File: src/rtl/wb_sdrc_arbiter.sv
// Round-robin Wishbone arbiter sharing the SDRAM controller slave port among NUM_M masters.
// Grant is held for a whole wb_cyc; a watchdog aborts transfers the controller never acks.
module wb_sdrc_arbiter #(
  parameter int unsigned NUM_M   = 2,
  parameter int unsigned APP_AW  = 26,
  parameter int unsigned dw      = 32,
  parameter int unsigned TIMEOUT = 255
) (
  input  logic                     sys_clk,
  input  logic                     wb_rst_i,
  input  logic                     sdr_init_done,
  input  logic [NUM_M-1:0]         m_cyc_i,
  input  logic [NUM_M-1:0]         m_stb_i,
  input  logic [NUM_M-1:0]         m_we_i,
  input  logic [3*NUM_M-1:0]       m_cti_i,
  input  logic [NUM_M*dw/8-1:0]    m_sel_i,
  input  logic [NUM_M*APP_AW-1:0]  m_addr_i,
  input  logic [NUM_M*dw-1:0]      m_dat_i,
  output logic [NUM_M-1:0]         m_ack_o,
  output logic [NUM_M-1:0]         m_err_o,
  output logic [dw-1:0]            m_dat_o,
  output logic                     s_cyc_o,
  output logic                     s_stb_o,
  output logic                     s_we_o,
  output logic [2:0]               s_cti_o,
  output logic [dw/8-1:0]          s_sel_o,
  output logic [APP_AW-1:0]        s_addr_o,
  output logic [dw-1:0]            s_dat_o,
  input  logic                     s_ack_i,
  input  logic [dw-1:0]            s_dat_i,
  output logic [NUM_M-1:0]         grant_o,
  output logic                     busy_o
);

  localparam int unsigned SW = dw / 8;
  localparam int unsigned IW = (NUM_M > 1) ? $clog2(NUM_M) : 1;
  localparam int unsigned CW = (TIMEOUT > 0) ? $clog2(TIMEOUT + 1) : 1;
  localparam logic [CW-1:0] TO_LAST = CW'((TIMEOUT > 0) ? TIMEOUT - 1 : 0);

  typedef enum logic [1:0] {ST_INIT, ST_IDLE, ST_GRANT, ST_ERR} state_t;

  state_t            state, state_nxt;
  logic [NUM_M-1:0]  grant_nxt;
  logic [IW-1:0]     ptr, ptr_nxt;
  logic [CW-1:0]     wd_cnt, wd_nxt;

  logic [NUM_M-1:0]  cand;
  logic              found;
  logic [IW-1:0]     win, idx;

  logic              own_cyc, own_stb, own_we;
  logic [2:0]        own_cti;
  logic [SW-1:0]     own_sel;
  logic [APP_AW-1:0] own_addr;
  logic [dw-1:0]     own_dat;
  logic              in_grant;

  function automatic logic [IW-1:0] next_idx(input logic [IW-1:0] p, input int unsigned k);
    return IW'((32'(p) + k) % NUM_M);
  endfunction

  assign cand = m_cyc_i & m_stb_i;

  // Round-robin scan starting just after the last winner
  always_comb begin
    found = 1'b0;
    win   = ptr;
    idx   = '0;
    for (int unsigned k = 1; k <= NUM_M; k++) begin
      idx = next_idx(ptr, k);
      if (!found && cand[idx]) begin
        found = 1'b1;
        win   = idx;
      end
    end
  end

  // One-hot owner mux: grant_o has at most one bit set, so OR-reduction selects the owner slice
  always_comb begin
    own_cyc  = 1'b0;
    own_stb  = 1'b0;
    own_we   = 1'b0;
    own_cti  = '0;
    own_sel  = '0;
    own_addr = '0;
    own_dat  = '0;
    for (int i = 0; i < NUM_M; i++) begin
      if (grant_o[i]) begin
        own_cyc  |= m_cyc_i[i];
        own_stb  |= m_stb_i[i];
        own_we   |= m_we_i[i];
        own_cti  |= m_cti_i[3*i +: 3];
        own_sel  |= m_sel_i[SW*i +: SW];
        own_addr |= m_addr_i[APP_AW*i +: APP_AW];
        own_dat  |= m_dat_i[dw*i +: dw];
      end
    end
  end

  assign in_grant = (state == ST_GRANT);
  assign s_cyc_o  = in_grant & own_cyc;
  assign s_stb_o  = in_grant & own_cyc & own_stb;
  assign s_we_o   = in_grant & own_we;
  assign s_cti_o  = in_grant ? own_cti  : '0;
  assign s_sel_o  = in_grant ? own_sel  : '0;
  assign s_addr_o = in_grant ? own_addr : '0;
  assign s_dat_o  = in_grant ? own_dat  : '0;

  assign m_ack_o  = in_grant ? (grant_o & {NUM_M{s_ack_i}}) : '0;
  assign m_err_o  = (state == ST_ERR) ? grant_o : '0;
  assign m_dat_o  = s_dat_i;
  assign busy_o   = (state == ST_GRANT) || (state == ST_ERR);

  always_ff @(posedge sys_clk) begin
    if (wb_rst_i) begin
      state   <= ST_INIT;
      grant_o <= '0;
      ptr     <= IW'(NUM_M - 1);
      wd_cnt  <= '0;
    end else begin
      state   <= state_nxt;
      grant_o <= grant_nxt;
      ptr     <= ptr_nxt;
      wd_cnt  <= wd_nxt;
    end
  end

  // Next state; the watchdog falls back to zero on any cycle it does not count
  always_comb begin
    state_nxt = state;
    grant_nxt = grant_o;
    ptr_nxt   = ptr;
    wd_nxt    = '0;
    case (state)
      ST_INIT: begin
        if (sdr_init_done) state_nxt = ST_IDLE;
      end
      ST_IDLE: begin
        if (found) begin
          state_nxt = ST_GRANT;
          grant_nxt = NUM_M'(1) << win;
          ptr_nxt   = win;
        end
      end
      ST_GRANT: begin
        if (!own_cyc) begin
          state_nxt = ST_IDLE;
          grant_nxt = '0;
        end else if ((TIMEOUT != 0) && s_stb_o && !s_ack_i) begin
          if (wd_cnt == TO_LAST) state_nxt = ST_ERR;
          else                   wd_nxt    = wd_cnt + CW'(1);
        end
      end
      ST_ERR: begin
        state_nxt = ST_IDLE;
        grant_nxt = '0;
      end
      default: begin
        state_nxt = ST_INIT;
        grant_nxt = '0;
      end
    endcase
  end

endmodule

File: config.mk
export PLATFORM = sky130hd
export DESIGN_NAME = wb_sdrc_arbiter
export DESIGN_NICKNAME = d
export VERILOG_FILES = /design/src/rtl/wb_sdrc_arbiter.sv
export SDC_FILE = /design/constraint.sdc
export NUM_CORES = 1
export LEC_CHECK = 0
export ABC_AREA = 1
export CORE_AREA = 2 2 107 109
export DETAILED_ROUTE_END_ITERATION = 8
export DIE_AREA = 0 0 109 111
export DONT_BUFFER_PORTS = 1
export GPL_TIMING_DRIVEN = 0
export HOLD_SLACK_MARGIN = 0.05
export PLACE_DENSITY = 0.33
export SETUP_SLACK_MARGIN = 0.5
export SLEW_MARGIN = 40
export SYNTH_ARGS = -nofsm -noshare
export SYNTH_HDL_FRONTEND = slang
export SYNTH_SLANG_ARGS = --single-unit
File: constraint.sdc
create_clock -name sys_clk -period 1.3 [get_ports sys_clk]
set_input_delay 0.195 -clock sys_clk [delete_from_list [all_inputs] [get_ports sys_clk]]
set_output_delay 0.195 -clock sys_clk [all_outputs]
set_load 0.01 [all_outputs]
==> out/summary.txt <==
outcome = finished, violations left
failing checks = setup timing
Tcrit/Tclk final = 1.16
RSZ-0062 raised after global routing = yes
post-layout power = 6710 uW
syn_nets = 477
Remaining Overflow, GRT = 0
Max Cap Viol = 0
n_diodes = 0
crit path capture type = output port
Multi-input gate area = 0.00202 sq mm
Syn-to-layout area delta = 90.0%
design internal power = 3520 uW
total global routing track utilization = 0.128
total core area = 0.0111 sq mm
Hold/Removal Path Class = in -> reg
WHS = 0.160 ns
register area = 273 sq um
Cells after Synth = 298
Setup Skew = 0.00275 ns
final count of negative-setup-slack endpoints = 84
logic gate share of total power = 0.828
die footprint = 0.0121 sq mm
DR vias = 2192
synthesis-stage register bit count = 13
vias per std cell = 4.69
GPL Wtd Cong = 0.706
Psw = 3190 uW
post-route setup slack = -0.214 ns
wire length per cell = 18.6 um
fmax = 661 MHz
Fillers = 1155
Worst Setup Start Kind = flip-flop
first-pass GRT wire length = 12000 um
DRT Pass-1 Iters = 4
latest clock arrival within the worst-skew pair = 0.24 ns
slowest stage delay, CP = 0.36 ns
Slew HR = 0.760
die height = 111 um
number of global-route vias before repair = 2117
Initial DRC Count = 50
VDD IR max = 0.765 mV
CTS HTree Levels = 1
Die W = 109 um
clock network power share = 0.085
yosys warns = 0
drt total wl = 8690 um
I/O pin cnt = 279
final hold vios = 0
Post-Syn Area = 0.00186 sq mm
DRC errors left = 0
Area after DPL = 0.00277 sq mm
fin. max-slew vios = 0
cell leakage power = 0.00108 uW
Tmin final = 1.51 ns
Starting Density = 0.168
DP HPWL = 6890 um
layout cells sized above 1 = 0.716
cells along the critical path = buf_12, buf_12, clkbuf_16, a22oi_2, nor2_4
WS Path Type = reg -> out
Most Frequent Cell on Critical Path = buf_12
Post-Place Worst Slack = -0.248 ns
post-route cell area = 0.00354 sq mm
pwr dens = 1900 mW/mm^2
CTS Buf Count = 3
Clock Tree Buf Depth = 2
CTS tree = yes
Distinct cells, synth = 22
WP data required = 1.11 ns
largest net degree at the start of global routing = 11
Clock Sinks = 13
Crit Path Max Fanout = 8
clock slew at reported path FFs = 0.04 ns
sequential element share of the synthesized area = 0.140
Flop pwr share = 0.086
initial antenna violation count = 0
row count = 39
Switching Share = 0.476
Port Buf Inserts = 0
Worst-Margin Slew = 0.356 ns
nets = 504
Post-DRT Antenna Nets = 0
syn_area_per_cell = 6.25 sq um
CTS Root Cell = clkbuf_16
arrival time worst endpoint = 1.32 ns
CP max stage cell = dfxtp_4
## registers in the layout, indices dropped and copies added (netlist names)
register  count
grant_o       2
wd_cnt        8
ptr           1
state         2
## layout make-up
type / count / share of cell area
Clock buffer: 4 / 0.0223
Timing Repair Buffer: 22 / 0.0877
Tap cell: 143 / 0.0505
Inverter: 17 / 0.0209
Multi-Input combinational cell: 213 / 0.571
Buffer: 55 / 0.171
Sequential cell: 13 / 0.0771
## layout by cell type (no fill, tap or decap)
cell / count
clkbuf_1: 1
nand2_2: 1
nor2_4: 56
clkbuf_16: 10
a22oi_2: 63
o21ai_1: 1
nand3_1: 6
buf_12: 11
o21ai_0: 1
nand2_4: 3
buf_6: 6
inv_2: 3
nor2_1: 17
clkbuf_8: 2
nand4_4: 1
ha_1: 5
inv_4: 2
xnor2_1: 2
buf_4: 42
nand3_2: 1
dfxtp_1: 9
a21oi_2: 1
inv_1: 11
inv_6: 1
dfxtp_4: 3
o21a_1: 1
nor3_2: 1
xor2_1: 4
buf_16: 2
dfxtp_2: 1
a21oi_1: 1
a22oi_1: 3
a21oi_4: 1
dlygate4sd3_1: 1
ha_4: 2
nor2_2: 13
nand2_1: 29
clkbuf_4: 6
## routing by layer
metal  vias up  track usage  wire length (um)
met5         -            0                 0
met4         0       0.0128                14
met3         2       0.0206               641
met2       111        0.237              4770
met1      1041        0.156              3260
li1       1038            -                 -
## power groups by stage
| stage | Combinational, uW | Clock (uW) | Sequential, uW |
|---|---|---|---|
| floorplan | 3410 | 0 | 549 |
| global placement | 3980 | 0 | 572 |
| detailed placement | 3990 | 0 | 574 |
| CTS | 5110 | 592 | 577 |
| global route | 5990 | 605 | 595 |
| finish | 5560 | 572 | 580 |
## timing repair
item	CTS	global route
endpoints found under the hold margin	3	0
hold buffers	1	0
cloned	2	4
setup endpoints to repair	88	88
buffers inserted	13	2
gates resized for setup	76	25
pin swaps	22	12
## through the flow
stage | cells | TNS, ns | utilization
2_1_floorplan | 298 | 0 | -
3_3_place_gp | 441 | -5.80 | 0.250
3_5_place_dp | 441 | -5.98 | 0.250
4_1_cts | 461 | -15.56 | 0.301
5_1_grt | 467 | -19.18 | 0.320
6_report | 467 | -14.05 | 0.320
## critical path: cells and delay by family, from the launching register on
kind	cells	cell delay, ns
flip-flops	1	0.36
AND/OR/NAND/NOR	1	0.07
buffers and inverters	3	0.44
AO/OA/AOI/OAI	1	0.20
## logic make-up (layout without fill, tap and decap cells)
family          count (synthesis)  after routing  synth area share
fa+ha+maj                       7              7            0.0470
compound gates                 72             72             0.289
simple gates                  128            128             0.278
buf+inv                        72             98             0.218
flops                          13             13             0.140
xor+xnor                        6              6            0.0282
## cell usage after synthesis (all sizes together)
cell type | number | area, sq um
nor2 | 86 | 330
a22oi | 66 | 495
buf | 42 | 293
nand2 | 33 | 126
inv | 17 | 63.8
clkbuf | 13 | 48.8
dfxtp | 13 | 260
ha | 7 | 87.6
nand3 | 7 | 35.0
xor2 | 4 | 35.0
a21oi | 3 | 26.3
o21ai | 2 | 10.0
xnor2 | 2 | 17.5
nand4 | 1 | 21.3
nor3 | 1 | 5.00
o21a | 1 | 7.51
## path summary, 6_finish.rpt
kind | startpoint | end | slack (ns) | cells after the start
min reg2reg | wd_cnt[0]$_SDFF_PP0_ | wd_cnt[0]$_SDFF_PP0_ | 0.45 | 1
min | wb_rst_i | state[0]$_SDFFE_PP0P_ | 0.16 | 3
max | grant_o[1]$_SDFFE_PP0P_ | s_dat_o[19] | -0.21 | 5
max reg2reg | state[0]$_SDFFE_PP0P_ | wd_cnt[5]$_SDFF_PP0_ | -0.14 | 8
(Power assumes the default switching activity.)
